--- src/rtl/shifter_right_seq_pkg.sv ---
// Shared definitions for the right-shift datapath and its sibling SLL shifter.
// Holds datapath widths, ALU function codes and the sequencer state encoding.
package shifter_right_seq_pkg;

  localparam int unsigned WIDTH      = 32;
  localparam int unsigned SHAMT_W    = 5;
  localparam int unsigned NUM_STAGES = SHAMT_W;

  // ALU function codes shared with the SLL shifter
  localparam logic [5:0] SLL = 6'b000000;
  localparam logic [5:0] SRL = 6'b000010;
  localparam logic [5:0] SRA = 6'b000011;

  typedef enum logic [1:0] {
    IDLE  = 2'd0,
    SHIFT = 2'd1,
    DONE  = 2'd2
  } state_t;

  function automatic logic is_right_shift(input logic [5:0] code);
    return (code == SRL) || (code == SRA);
  endfunction

endpackage

--- src/rtl/shifter_right_seq_stage.sv ---
// One log-shifter stage: shifts right by the single power of two selected
// by the one-hot amt_sel, filling vacated MSBs with fill.
// Ports:
//   in       word to shift
//   amt_sel  one-hot stage select (bit k => shift by 2^k)
//   en       apply the shift; when low the word passes through
//   fill     value for vacated MSBs
//   out      shifted word
module shift_right_stage
  import shifter_right_seq_pkg::*;
(
  input  logic [WIDTH-1:0]   in,
  input  logic [SHAMT_W-1:0] amt_sel,
  input  logic               en,
  input  logic               fill,
  output logic [WIDTH-1:0]   out
);

  localparam logic [WIDTH-1:0] ONES = '1;

  always_comb begin
    out = in;
    if (en) begin
      for (int unsigned k = 0; k < SHAMT_W; k++) begin
        if (amt_sel[k]) begin
          out = (in >> (32'd1 << k)) | ({WIDTH{fill}} & ~(ONES >> (32'd1 << k)));
        end
      end
    end
  end

endmodule

--- src/rtl/shifter_right_seq.sv ---
// Multi-cycle logical/arithmetic right shifter. A start in IDLE captures the
// operands; five SHIFT cycles each apply one log-shifter stage; DONE then
// registers the result and pulses done one cycle later (fixed 6-cycle latency).
// Ports:
//   clk, rst  clock and synchronous active-high reset
//   start     request, honoured only in IDLE
//   dataA     value to shift
//   dataB     shift amount (bits above [4:0] must be zero for a valid op)
//   Signal    function code (SRL/SRA)
//   busy      high while in SHIFT or DONE
//   done      one-cycle pulse when dataOut is updated
//   dataOut   result, held until the next completed operation
module shifter_right_seq
  import shifter_right_seq_pkg::*;
(
  input  logic             clk,
  input  logic             rst,
  input  logic             start,
  input  logic [WIDTH-1:0] dataA,
  input  logic [WIDTH-1:0] dataB,
  input  logic [5:0]       Signal,
  output logic             busy,
  output logic             done,
  output logic [WIDTH-1:0] dataOut
);

  state_t               state;
  state_t               state_next;
  logic [2:0]           stage;
  logic [SHAMT_W-1:0]   amt;
  logic [SHAMT_W-1:0]   stage_sel;
  logic [WIDTH-1:0]     work;
  logic [WIDTH-1:0]     shifted;
  logic [WIDTH-1:0]     data_out;
  logic                 sign;
  logic                 is_sra;
  logic                 valid;
  logic                 done_q;
  logic                 stage_last;

  assign stage_sel  = SHAMT_W'(1) << stage;
  assign stage_last = (stage == 3'(NUM_STAGES - 1));

  // Fill uses the captured sign of A rather than work[31] so the choice is
  // independent of how many stages have already been applied.
  shift_right_stage u_stage (
    .in      (work),
    .amt_sel (stage_sel),
    .en      (amt[stage]),
    .fill    (is_sra & sign),
    .out     (shifted)
  );

  always_comb begin
    state_next = state;
    busy       = (state != IDLE);
    unique case (state)
      IDLE:    if (start) state_next = SHIFT;
      SHIFT:   if (stage_last) state_next = DONE;
      DONE:    state_next = IDLE;
      default: state_next = IDLE;
    endcase
  end

  // done is registered with dataOut so the pulse coincides with the new
  // result; the FSM is already back in IDLE during that cycle.
  always_ff @(posedge clk) begin
    if (rst) begin
      state    <= IDLE;
      stage    <= '0;
      amt      <= '0;
      work     <= '0;
      sign     <= 1'b0;
      is_sra   <= 1'b0;
      valid    <= 1'b0;
      done_q   <= 1'b0;
      data_out <= '0;
    end else begin
      state  <= state_next;
      done_q <= 1'b0;
      unique case (state)
        IDLE: begin
          if (start) begin
            work   <= dataA;
            amt    <= dataB[SHAMT_W-1:0];
            sign   <= dataA[WIDTH-1];
            is_sra <= (Signal == SRA);
            valid  <= is_right_shift(Signal) && (dataB[WIDTH-1:SHAMT_W] == '0);
            stage  <= '0;
          end
        end
        SHIFT: begin
          work  <= shifted;
          stage <= stage + 3'd1;
        end
        DONE: begin
          data_out <= valid ? work : '0;
          done_q   <= 1'b1;
        end
        default: ;
      endcase
    end
  end

  assign done    = done_q;
  assign dataOut = data_out;

endmodule

--- config.mk ---
export PLATFORM = sky130hd
export DESIGN_NAME = shifter_right_seq
export DESIGN_NICKNAME = d
export VERILOG_FILES = /design/src/rtl/shifter_right_seq_pkg.sv /design/src/rtl/shifter_right_seq_stage.sv /design/src/rtl/shifter_right_seq.sv
export SDC_FILE = /design/constraint.sdc
export NUM_CORES = 1
export LEC_CHECK = 0
export CORE_MARGIN = 2
export CORE_UTILIZATION = 49
export DETAILED_ROUTE_END_ITERATION = 10
export HOLD_SLACK_MARGIN = 0.03
export PLACE_DENSITY = 0.81
export RECOVER_POWER = 25
export SLEW_MARGIN = 10
export SYNTH_ARGS = -nofsm -noshare
export SYNTH_HDL_FRONTEND = slang
export SYNTH_SLANG_ARGS = --single-unit
export TNS_END_PERCENT = 50
--- constraint.sdc ---
create_clock -name clk -period 2.65 [get_ports clk]
set_input_delay 0.3975 -clock clk [delete_from_list [all_inputs] [get_ports clk]]
set_output_delay 0.3975 -clock clk [all_outputs]
set_load 0.02 [all_outputs]
Word level (Yosys, flattened, before mapping)
Index checks and enable logic that the tools add are counted.
{ "op_classes": {"n_shift": 1, "n_lt_le_gt_ge": 1, "add_sub_neg": 1, "bitwise_logic": 6, "muxes": 17, "n_eq_ne": 9, "n_reduce_logical": 10} }
{ "ops": {"columns": ["operator", "n"], "rows": [
  ["$mux 32", 8],
  ["$pmux 32 s2", 1],
  ["$or 16x32->32", 1],
  ["$or 24x32->32", 1],
  ["$or 28x32->32", 1],
  ["$or 30x32->32", 1],
  ["$or 31x32->32", 1],
  ["$logic_not 27->1", 1],
  ["$eq 6x2->1 const B", 2],
  ["$ne 6x6->1 const B", 1],
  ["$pmux 3 s2", 1],
  ["$reduce_and 2->1", 3],
  ["$shl 1x3->5 const A", 1],
  ["$lt 3x4->1 const B", 1],
  ["$mux 2", 2],
  ["$ne 2x2->1 const B", 2],
  ["$pmux 2 s2", 1],
  ["$reduce_and 4->1", 1],
  ["$reduce_bool 2->1", 2],
  ["$add 3x1->3 const B", 1],
  ["$bmux 1 s3", 1],
  ["$eq 3x3->1 const B", 1],
  ["$mux 3", 1],
  ["$eq 2x1->1 const B", 1],
  ["7 further kinds", 8]
]} }
{ "totals": {"output_inout_bits": 34, "elab_cells": 54, "inputBits": 73, "regBits": 78} }

Logic depth before layout (Yosys ltp)
{ "logic_depth": {"ltp_word": 9, "mapped_depth": 11, "depth_no_buf": 7} }

Modules after synthesis
From an unflattened synthesis, not the netlist that was laid out.
{ "hier_totals": {"hier_cells": 644, "area_unflattened_um2": 5019.8} }
{ "modules_own_cells": {"columns": ["module", "seq_area_each_um2", "cells_each", "area_each_um2", "n_inst"], "rows": [
  ["shifter_right_seq", 1561.5, 339, 3251.9, 1],
  ["shift_right_stage", 0.0, 305, 1767.9, 1]
]} }

Worst setup path after synthesis
No wires, ideal clock.
{ "synth_timing": {"kind": "flip-flop to flip-flop", "startpoint": "register stage[1]", "endpoint": "register work[28]", "setup_time_ns": 0.059, "synth_period_minus_slack_ns": 2.084, "setup_slack_ns": 0.566, "stages_incl_launch_ff": 9, "t_arrival_ns": 2.025, "n_path_buf": 2, "required_ns": 2.591, "path_cell_list": "dfxtp_1 > inv_1 > ha_1 > and2_4 > buf_6 > or4_4 > buf_6 > a2111oi_2 > a31o_1"} }
{ "synth_via": {"elab_chain_len": 7, "word_cells_on_any_way": 12, "cone_classes": "eq/ne: 2; shift: 1; mux: 8; reduce/logical: 1"} }
{ "synth_rtl": {"columns": ["item", "line_no", "source"], "rows": [
  ["from (decl)", "shifter_right_seq.sv:29", "logic [2:0] stage;"],
  ["from (signal assigned)", "shifter_right_seq.sv:94", "stage <= stage + 3'd1;"],
  ["$shl 1x3->5", "shifter_right_seq.sv:41", "assign stage_sel = SHAMT_W'(1) << stage;"],
  ["$mux 32 (4 in series)", "shifter_right_seq_stage.sv:25", "if (amt_sel[k]) begin"],
  ["$mux 32", "shifter_right_seq_stage.sv:23", "if (en) begin"],
  ["$pmux 32 s2", "shifter_right_seq.sv:81", "unique case (state)"],
  ["to (signal assigned)", "shifter_right_seq.sv:84", "work <= dataA;"],
  ["to (signal assigned)", "shifter_right_seq.sv:93", "work <= shifted;"],
  ["to (decl)", "shifter_right_seq.sv:32", "logic [WIDTH-1:0] work;"]
]} }
Several ways; a longest one is shown, not always the timed one. The select of a mux whose other input is x is not followed.
A chain may end at the register's enable or synchronous reset.

Final worst setup path
{ "layout_timing": {"startpoint": "register stage[1]", "endpoint": "register work[26]"} }
The elaborated chain is that of the path after synthesis.

==> results.md <==
* Post-CTS Hold Buffers at 0
* Period utilization at 94.3%
* Pin count of the biggest net entering global routing at 37
* Iter 0 DRT Violations at 256
* Fmax at 400 MHz
* Placer congestion estimate at 0.894
* Starting Density at 50.6%
* Synth Area in XOR/XNOR at 0%
* RSZ-0062 raised after global routing: false
* Hpwl dp at 8.43 mm
* Power per standard cell area at 529 mW/mm^2
* Diodes inserted at 0
* Wire length of the first global-routing pass at 19.1 mm
* ANT nets after route at 0
* Net count reported at finish at 593
* Final Max Tran Viols at 0
* Root Driver: clkbuf_8
* Leading area contributor after synthesis: dfxtp_1
* Outcome: finished, final reports clean
* Setup CP Type: reg2reg
* Chip height at 93.5 microns
* TNS Setup at 0 ps
* Max-Cap Viols at 0
* Chip Width at 93.5 microns
* TritonCTS clock tree: done
* Leakage power at 1.90 nW
* GRT Total Usage at 27.5%
* Total gr overflow at 0
* Post-synthesis compound-gate area fraction at 35.9%
* DIE AREA at 0.00875 sq mm
* Resized cells post-CTS at 0
* Final Skew at 7.34 ps
* CTS Buffer Depth at 2
* Buffers inserted by post-CTS timing repair at 0
* Critical Path RT at 2850 ps
* Row cnt at 32
* P&R area growth vs syn at 32.6%
* Post-route cell area at 0.00521 sq mm
* Setup ws final at 151 ps
* Finish-stage setup viols at 0
* Hold crit path type: reg2reg
* Post-synth EDFFs at 0
* CP Launch Type: flip-flop
* Worst slew pin tran at 1260 ps
* Vias at 4002
* Via density at 6.44
* Core area at 0.00777 sq mm
* Minimum clock period at 2500 ps
* Synth top area cells: dfxtp_1 (40%), a22o_1 (7.1%), a221oi_1 (4.2%), a221o_1 (3.1%), mux2i_1 (3.1%)
* Number of distinct library cells after synthesis at 53
* Total power at 2.75 mW
* Post-synthesis mux area share at 3.06%
* Num ports at 107
* Share of the synthesized area in the top cell type at 39.7%
* Critical Path Fanout Max at 9
* Mean area per synthesized cell at 9.29 sq um
* Clock buffer count from CTS at 9
* CTS clk-pin slew, worst paths at 80 ps
* Register area share after synthesis at 39.7%
* Dpl ws at 158 ps
* Nature of the critical path endpoint: flip-flop
* CTS H-tree depth at 3
* Share of cells above drive strength 1 at 8.86%
* Most used DFF post-synth: dfxtp_1
* Largest family of logic cells by synthesized area: compound AO/OA/AOI/OAI gates
* Async SR Flop Fraction at 0%
* Post-Syn Instances at 423
* Arrival time worst endpoint at 2700 ps
* Residual DRC at 0
* CTS Sinks at 78
* Warnings from Yosys at 0
* Synth Register Bits at 78
* Final hold slack at 460 ps
* Wire per inst at 19.1 microns
* Initial antenna violation count at 0
* Syn nets at 501
* First drt pass iteration count at 5
* Area of the mapped netlist at 0.00393 sq mm
* Clk Latency, worst-skew pair at 350 ps
* Placed instance area at 0.00502 sq mm
* Vias in the first global route at 3817
* Detailed Route WL at 11.8 mm
* Simple-gate share of the synthesized area at 13.9%
* IO buf count at 106
* Synth Area in Adders at 1.59%
* Final Hold Fails at 0
* Highest ir drop seen on vdd at 341 uV
* Slew HR at 15.9%
## power by group
| part | switching [mW] | internal (mW) |
|---|---|---|
| clock | 0.407 | 0.453 |
| combinational | 0.265 | 0.258 |
| sequential | 0.132 | 1.24 |
## kinds of logic (layout without fill, tap and decap cells)
logic type | count (synthesis) | after routing
multiplexers | 12 | 12
adder cells (fa/ha/maj) | 5 | 5
flip-flops | 78 | 78
buffers and inverters | 46 | 142
AND/OR/NAND/NOR | 102 | 102
AO/OA/AOI/OAI | 180 | 180
## layout by cell type (no fill, tap or decap), types with 8 or more instances in the layout
master / count
a221oi_1: 19
a22oi_1: 8
dfxtp_1: 78
clkbuf_8: 10
dlygate4sd3_1: 18
nand3_1: 16
a22o_1: 32
nor2_1: 17
o22ai_1: 18
o21ai_0: 12
nor4_1: 8
o41ai_1: 12
nand2_1: 29
a221o_1: 12
clkdlybuf4s50_1: 88
a31oi_1: 9
a21oi_1: 20
a211oi_1: 10
buf_4: 13
mux2i_1: 12
## final cells by class
type	count	area (sq um)
tap	102	128
multi-input combinational	299	2140
inverter	7	26.3
fill	664	2560
clock inverter	4	47.5
sequential	78	1560
timing repair buffer	120	1160
clock buffer	11	141
## routing by layer
layer  share of wire (%)  wire length (microns)  global-route usage, %  vias to the layer above
li1                    -                      -                      -                     1866
met1                  41                   4870                   35.5                     1879
met2                  48                   5700                   45.8                      221
met3                 7.9                    937                   5.08                       36
met4                 2.7                    323                   10.4                        0
met5                   0                      0                      0                        -
## state kept, by name (all words and copies together), names as in the netlist
register,cells
valid,1
done,1
amt,5
state,2
sign,1
stage,3
is_sra,1
work,32
dataOut,32
## through the flow
step	utilization, %	std cells
after CTS	67.1	621
after global placement	64.7	606
after detailed placement	64.7	606
after floorplan	-	423
final	67.1	621
after global routing	67.1	621
## cells in the mapped netlist (2+ instances only)
master	count
a22oi_1	8
o31ai_1	2
and2b_1	2
buf_4	2
dfxtp_1	78
nor3_1	6
a21o_1	6
a211oi_1	10
and3_1	5
nand3_1	16
o41ai_1	12
inv_1	6
buf_6	4
buf_2	15
a2111oi_2	2
a221oi_1	19
o221a_2	5
a31o_1	2
nor2_1	17
nand4_1	2
ha_1	5
a221o_1	12
o21ai_0	12
a22o_1	32
mux2i_1	12
a31oi_1	9
nor2b_1	7
a21oi_1	21
o221ai_1	2
clkbuf_1	17
nor4_1	8
nand2_1	29
o22ai_1	18
## worst max-delay path, cell delays in order, from the launching register on
cell and delay (ps):
dfxtp_1 460, ha_1 200, ha_1 370, nor2_1 90, a31oi_1 270, o21ai_2 210
a21oi_1 560, a31oi_1 170
## worst paths after layout
kind,startpoint,end,slack (ps),depth (start not counted)
setup reg to reg,stage[1]$_SDFFE_PP0P_,work[26]$_SDFFE_PP0P_,150,7
setup / recovery,stage[1]$_SDFFE_PP0P_,work[26]$_SDFFE_PP0P_,150,7
hold / removal,amt[0]$_SDFFE_PP0P_,amt[0]$_SDFFE_PP0P_,460,2
hold reg to reg,amt[0]$_SDFFE_PP0P_,amt[0]$_SDFFE_PP0P_,460,2
Note: power is estimated with default switching activity, not from simulation.
